--- src/rtl/sync_ptr_pkg.sv ---
// Shared helpers and limits for the gray-pointer receive synchroniser family.
// Functions operate on a fixed-width word; narrower pointers are zero-extended, which leaves results unchanged.
package sync_ptr_pkg;

    localparam int MIN_SYNC_STAGES = 2;
    localparam int MAX_SYNC_STAGES = 4;
    localparam int MAX_PTR_W       = 32;

    typedef logic [MAX_PTR_W-1:0] ptr_word_t;

    // Prefix XOR from the MSB down, built with doubling shifts.
    function automatic ptr_word_t gray2bin(input ptr_word_t g);
        ptr_word_t b;
        b = g;
        for (int s = 1; s < MAX_PTR_W; s = s * 2) begin
            b = b ^ (b >> s);
        end
        return b;
    endfunction

    function automatic ptr_word_t bin2gray(input ptr_word_t b);
        return b ^ (b >> 1);
    endfunction

    function automatic logic hamming_gt1(input ptr_word_t a, input ptr_word_t b);
        ptr_word_t x;
        x = a ^ b;
        return (x & (x - 1'b1)) != '0;
    endfunction

endpackage

--- src/rtl/sync_gray_lane.sv ---
// One channel: gray synchroniser chain, registered binary decode, update pulse and modular delta.
// Optional gray-code violation flag when SYNC_GRAY_CHECK_EN is defined.
module sync_gray_lane
    import sync_ptr_pkg::*;
#(
    parameter int PW          = 5,
    parameter int SYNC_STAGES = 2
) (
    input  logic          clk,
    input  logic          rst_n,
    input  logic [PW-1:0] wptr,
`ifdef SYNC_GRAY_CHECK_EN
    input  logic          warm,
    input  logic          err_clr,
    output logic          gray_err,
`endif
    output logic [PW-1:0] gray,
    output logic [PW-1:0] bin,
    output logic          upd,
    output logic [PW-1:0] delta
);

    logic [PW-1:0] sync_q [SYNC_STAGES];
    logic [PW-1:0] next_bin;
    logic          changed;

    assign gray     = sync_q[SYNC_STAGES-1];
    assign next_bin = PW'(gray2bin(ptr_word_t'(gray)));
    assign changed  = (next_bin != bin);

    always_ff @(posedge clk or negedge rst_n) begin
        if (!rst_n) begin
            for (int i = 0; i < SYNC_STAGES; i++) begin
                sync_q[i] <= '0;
            end
            bin   <= '0;
            upd   <= 1'b0;
            delta <= '0;
        end else begin
            sync_q[0] <= wptr;
            for (int i = 1; i < SYNC_STAGES; i++) begin
                sync_q[i] <= sync_q[i-1];
            end
            bin   <= next_bin;
            upd   <= changed;
            // PW-bit subtraction wraps, so a 2^PW-1 -> 0 step yields 1.
            delta <= changed ? PW'(next_bin - bin) : '0;
        end
    end

`ifdef SYNC_GRAY_CHECK_EN
    logic violation;

    // The value about to enter the last stage is compared against the current synced value.
    assign violation = warm && hamming_gt1(ptr_word_t'(sync_q[SYNC_STAGES-2]), ptr_word_t'(gray));

    always_ff @(posedge clk or negedge rst_n) begin
        if (!rst_n) begin
            gray_err <= 1'b0;
        end else if (violation) begin
            gray_err <= 1'b1;
        end else if (err_clr) begin
            gray_err <= 1'b0;
        end
    end
`endif

endmodule

--- src/rtl/sync_gray_ptr_rx.sv ---
// Read-domain receiver for CHANNELS gray-coded write pointers of an async FIFO.
// Define SYNC_GRAY_CHECK_EN to add the err_clr/gray_err gray-code violation checker.
module sync_gray_ptr_rx
    import sync_ptr_pkg::*;
#(
    parameter  int ADDRSIZE    = 4,
    parameter  int SYNC_STAGES = 2,
    parameter  int CHANNELS    = 1,
    localparam int PW          = ADDRSIZE + 1
) (
    input  logic                   rclk,
    input  logic                   rrst_n,
    input  logic [CHANNELS*PW-1:0] wptr,
    output logic [CHANNELS*PW-1:0] rq_wptr_gray,
    output logic [CHANNELS*PW-1:0] rq_wptr_bin,
    output logic [CHANNELS-1:0]    rq_wptr_upd,
    output logic [CHANNELS*PW-1:0] rq_wptr_delta
`ifdef SYNC_GRAY_CHECK_EN
    ,
    input  logic                   err_clr,
    output logic [CHANNELS-1:0]    gray_err
`endif
);

    generate
        if (SYNC_STAGES < MIN_SYNC_STAGES || SYNC_STAGES > MAX_SYNC_STAGES) begin : g_bad_stages
            $error("sync_gray_ptr_rx: SYNC_STAGES=%0d outside legal range 2..4", SYNC_STAGES);
        end
        if (CHANNELS < 1) begin : g_bad_channels
            $error("sync_gray_ptr_rx: CHANNELS must be at least 1");
        end
    endgenerate

`ifdef SYNC_GRAY_CHECK_EN
    localparam int WARM_CNT = SYNC_STAGES + 1;
    localparam int CW       = $clog2(WARM_CNT + 1);

    logic [CW-1:0] warm_cnt;
    logic          warm;

    assign warm = (warm_cnt == CW'(WARM_CNT));

    // Checks stay masked until the chain has flushed its reset zeros.
    always_ff @(posedge rclk or negedge rrst_n) begin
        if (!rrst_n) begin
            warm_cnt <= '0;
        end else if (!warm) begin
            warm_cnt <= warm_cnt + 1'b1;
        end
    end
`endif

    for (genvar c = 0; c < CHANNELS; c++) begin : g_lane
        sync_gray_lane #(
            .PW          (PW),
            .SYNC_STAGES (SYNC_STAGES)
        ) u_lane (
            .clk      (rclk),
            .rst_n    (rrst_n),
            .wptr     (wptr[c*PW +: PW]),
`ifdef SYNC_GRAY_CHECK_EN
            .warm     (warm),
            .err_clr  (err_clr),
            .gray_err (gray_err[c]),
`endif
            .gray     (rq_wptr_gray[c*PW +: PW]),
            .bin      (rq_wptr_bin[c*PW +: PW]),
            .upd      (rq_wptr_upd[c]),
            .delta    (rq_wptr_delta[c*PW +: PW])
        );
    end

endmodule

--- config.mk ---
export PLATFORM = sky130hd
export DESIGN_NAME = sync_gray_ptr_rx
export DESIGN_NICKNAME = d
export VERILOG_FILES = /design/src/rtl/sync_ptr_pkg.sv /design/src/rtl/sync_gray_lane.sv /design/src/rtl/sync_gray_ptr_rx.sv
export SDC_FILE = /design/constraint.sdc
export NUM_CORES = 1
export LEC_CHECK = 0
export CORE_MARGIN = 2
export CORE_UTILIZATION = 48
export DETAILED_ROUTE_END_ITERATION = 7
export PLACE_DENSITY = 0.8
export RECOVER_POWER = 100
export REMOVE_ABC_BUFFERS = 1
export SETUP_SLACK_MARGIN = 0.02
export SYNTH_ARGS = -nofsm -noshare
export SYNTH_HDL_FRONTEND = slang
export SYNTH_HIERARCHICAL = 1
export SYNTH_SLANG_ARGS = --single-unit
--- constraint.sdc ---
create_clock -name rclk -period 6.35 [get_ports rclk]
set_input_delay 1.27 -clock rclk [delete_from_list [all_inputs] [get_ports rclk]]
set_output_delay 1.27 -clock rclk [all_outputs]
set_load 0.02 [all_outputs]
==> After elaboration in Yosys (flattened, before gate mapping) <==
Index checks and enable logic that the tools add are counted.
{ "word_totals": {"register_bits": 21} }
{ "classes": {"muxes": 1, "bitwise": 5, "n_eq_ne": 1, "add_sub_neg": 1} }
{ "op_table": {"columns": ["operator", "n"], "rows": [
  ["$xor 29x28->29", 1],
  ["$xor 21x21->21", 1],
  ["$mux 5", 1],
  ["$ne 5x5->1", 1],
  ["$sub 5x5->5", 1],
  ["$xor 5x3->5", 1],
  ["$xor 5x4->5", 1],
  ["$xor 5x5->5", 1]
]} }

==> Longest topological paths before layout <==
{ "depth": {"depth_word": 7, "mapped_depth": 10, "mapped_depth_nobuf": 10} }

==> Least setup slack after synthesis <==
No wires, ideal clock.
{ "synth_path": {"kind": "register -> register", "from": "register g_lane[0].u_lane.sync_q, in the netlist g_lane[0].u_lane/gray[4]", "to": "register g_lane[0].u_lane.delta[4]", "synth_period_minus_slack_ns": 2.211, "arrival_time_ns": 2.132, "n_path_buf": 0, "t_required_ns": 6.271, "setup_slack_ns": 4.139, "path_stages_with_launch": 11, "path_cell_list": "dfrtp_1 xor2_2 xnor2_2 xor2_2 xor2_1 ha_1 fa_1 inv_1 a21o_1 a21oi_1 mux2i_1"} }
{ "synth_between": {"elab_chain_cells": 7, "elab_cells_between_ends": 8, "classes_between": "add/sub (1); eq/ne (1); mux (1); bitwise (5)"} }
{ "synth_rtl": {"columns": ["element", "line_no", "source"], "rows": [
  ["start, declared", "sync_gray_lane.sv:23", "logic [PW-1:0] sync_q [SYNC_STAGES];"],
  ["start signal, assigned by index", "sync_gray_lane.sv:42", "sync_q[i] <= sync_q[i-1];"],
  ["$xor 5x4->5 (*)", "sync_ptr_pkg.sv:16", "b = b ^ (b >> s);"],
  ["$xor 5x3->5 (*)", "sync_ptr_pkg.sv:16", null],
  ["$xor 29x28->29 (*)", "sync_ptr_pkg.sv:16", null],
  ["$xor 21x21->21 (*)", "sync_ptr_pkg.sv:16", null],
  ["$xor 5x5->5 (*)", "sync_ptr_pkg.sv:16", null],
  ["named net g_lane[0].u_lane.next_bin[3]", "sync_gray_lane.sv:24", "logic [PW-1:0] next_bin;"],
  ["$sub 5x5->5 / $ne 5x5->1 (equally long branches)", "sync_gray_lane.sv:47, sync_gray_lane.sv:29", null],
  ["$mux 5 (*)", "sync_gray_lane.sv:47", "delta <= changed ? PW'(next_bin - bin) : '0;"],
  ["end signal, assigned", "sync_gray_lane.sv:47", null],
  ["end, declared", "sync_gray_lane.sv:20", "output logic [PW-1:0] delta"]
]} }
Mark *: on every way through the listed nets, which the timed path passes. The rest lies on a longest branch.

==> Worst setup path after layout <==
{ "layout_path": {"from": "register g_lane[0].u_lane.sync_q, in the netlist g_lane[0].u_lane/gray[4]", "to": "output rq_wptr_gray[4]"} }
{ "layout_rtl": {"columns": ["element", "line_no", "source"], "rows": [
  ["end, declared", "sync_gray_ptr_rx.sv:14", "output logic [CHANNELS*PW-1:0] rq_wptr_gray,"]
]} }
No word-level cell between the ends.

==> metrics.cfg <==
[status]
status = completed

[synth]
ys_ff_latch = 21
synth_warnings = 6
synth_cells = 59
ys_seq_area_share_pct = 63.83
syn_area_per_cell_um2 = 13.95
netlist_area_um2 = 823.3
synth_cell_type_count = 16

[setup_path]
r2r_slack_ps = 3790
critPathMaxFanout = 4
reg2reg_to = g_lane[0].u_lane/delta[4]
required_ps = 5080
cp_data_arrival_time_ps = 1420
critPathBufInv = 1
path_cells = dlygate4sd3_1
slowest_delay_ps = 710
cpMaxStageDelayCell = dlygate4sd3_1
start_kind = flip-flop
r2r-start = g_lane[0].u_lane/gray[4]
end_kind = primary output
rr_worst_depth = 10
crit_type = flip-flop to primary output
path_delay_family = buffers and inverters

[sta]
finalSetupTns_ps = 0
hold_viol_final = 0
period_share_pct = 42.42
fin_skew_ps = 5.436
setup_violations = 0
timing.hold.ws_ps = 362.4
slew_headroom_pct = 41.29
max_freq_mhz = 371.2
worst_slack_ps = 3656
slew_viol_final = 0
rsz0062_at_grt = false
worst_pin_slew_ps = 877.8
fin_crit_ps = 2694

[routing]
routed_wl_um = 1043
vias_per_cell = 4.771
drt_iter0_drc = 4
vias = 458
detail_route.first_pass.iterations = 2
drc_errors = 0
ant_nets = 0
routedWlPerCell_um = 10.86

[global_routing]
grt_antenna_before_repair = 0
grt_pass1_vias = 454
grt_pass1_wl_um = 1766
track_usage_pct = 12.30
grt_overflow_total = 0
grt_max_degree = 22

[place]
gp_congestion = 0.7065
port_buffers = 22
dpl_cell_area_mm2 = 0.001026
dpl.hpwl_um = 859.8
place_ws_ps = 3948

[floorplan]
io_pins = 23
std_cell_rows = 14
fp.dieW_um = 45.42
die_area_mm2 = 0.002063
die_h_um = 45.42
core_mm2 = 0.001559
start_util_pct = 52.81

[pwr]
ir_drop_mv = 0.1744
p_per_area_mw_per_mm2 = 336.4
p_total_mw = 0.3464
p_leak_nw = 0.4926

[cts]
cts-buffers-inserted = 3
cts_buffer_depth = 2
clk_latency_ps = 290
post_cts.repair.setup_buffers = 0
htree_levels = 1
cts_hold_buf = 0
clockRootBuffer = clkbuf_4
cts_resized = 0
cts_tree = yes
clock_sinks = 21
clk_pin_slew_ps = 100

[cells_and_area]
final_common_cell = dlygate4sd3_1
final_area_mm2 = 0.001030
final_cell_mix = dlygate4sd3_1 (22), dfrtp_1 (21), inv_1 (9)
nets = 93
drive_gt1_share_pct = 3.750
num_antenna_cells = 0
synthToLayoutAreaGrowth_pct = 25.08

[min_path]
min_to = g_lane[0].u_lane/gray[0]
hold_path_class = flip-flop to flip-flop
hold_start = g_lane[0].u_lane/sync_q[5]
whs_path_depth = 0

[job]
max_cap_viol_count = 0

[worst register-to-register path: stages (launching register included)]
cell,delay (ps)
dfrtp_1,430
xor2_1,280
xnor2_1,190
xor2_1,410
xor2_1,190
ha_1,200
fa_1,210
inv_1,50
a21o_1,160
a21oi_1,180
mux2i_1,190
[cell families after synthesis]
family / synth area share, %
XOR/XNOR: 10.18
AO/OA/AOI/OAI: 3.039
adder cells (fa/ha/maj): 8.511
AND/OR/NAND/NOR: 3.345
multiplexers: 2.432
flip-flops: 63.83
buffers and inverters: 8.663
[per-stage QoR]
step | std cells | utilization, %
2_1_floorplan | 54 | -
3_3_place_gp | 92 | 65.81
3_5_place_dp | 92 | 65.81
4_1_cts | 96 | 67.50
5_1_grt | 96 | 66.05
6_report | 96 | 66.05
[power by group]
group	internal (mW)	total, mW	switching (mW)
logic	0.0563	0.124	0.0676
clock network	0.0244	0.0585	0.0341
registers	0.156	0.164	0.00758
total	0.237	0.346	0.109
[sequential cells by signal (all words and copies together) (netlist names)]
| name | count |
|---|---|
| g_lane.u_lane/sync_q | 5 |
| g_lane.u_lane/upd | 1 |
| g_lane.u_lane/bin | 5 |
| g_lane.u_lane/gray | 5 |
| g_lane.u_lane/delta | 5 |
[how the worst max path moves through the flow]
stage,endpoint,startpoint,cells past startpoint,slack (ps)
final,rq_wptr_gray[4],g_lane[0].u_lane/gray[4],1,3660
after global placement,g_lane[0].u_lane/gray[2],rrst_n,1,3990
after detailed placement,g_lane[0].u_lane/sync_q[5],rrst_n,1,3950
after floorplan,g_lane[0].u_lane/delta[4],g_lane[0].u_lane/gray[4],10,4020
after CTS,rq_wptr_gray[4],g_lane[0].u_lane/gray[4],1,3660
after global routing,g_lane[0].u_lane/delta[4],g_lane[0].u_lane/gray[4],10,3500
[synthesized netlist by cell type]
library cell,number,share of area [%]
nor2_1,2,0.91
a21o_1,2,1.8
xnor2_1,2,2.1
xor2_2,2,4.0
inv_1,9,4.1
nand4_1,1,0.76
a21oi_1,2,1.2
nand2_1,2,0.91
buf_4,5,4.6
mux2i_1,2,2.4
dfrtp_1,21,64
nor2b_1,1,0.76
ha_1,4,6.1
xnor2_2,1,2.0
xor2_1,2,2.1
fa_1,1,2.4
[layout make-up]
type	count	area (µm²)
Clock buffer	4	26.28
Inverter	9	33.78
Sequential cell	21	525.5
Tap cell	16	20.02
Fill cell	126	529.3
Timing Repair Buffer	22	220.2
Multi-Input combinational cell	24	203.9
[metal layers]
metal / vias to the layer above / part of all wire, % / track usage [%]
li1: 217 / - / -
met1: 226 / 40 / 13.33
met2: 15 / 55 / 21.97
met3: 0 / 4.5 / 2.381
met4: 0 / 0 / 7.059
met5: - / 0 / 0
No activity file was read; power rests on OpenSTA's default activity.
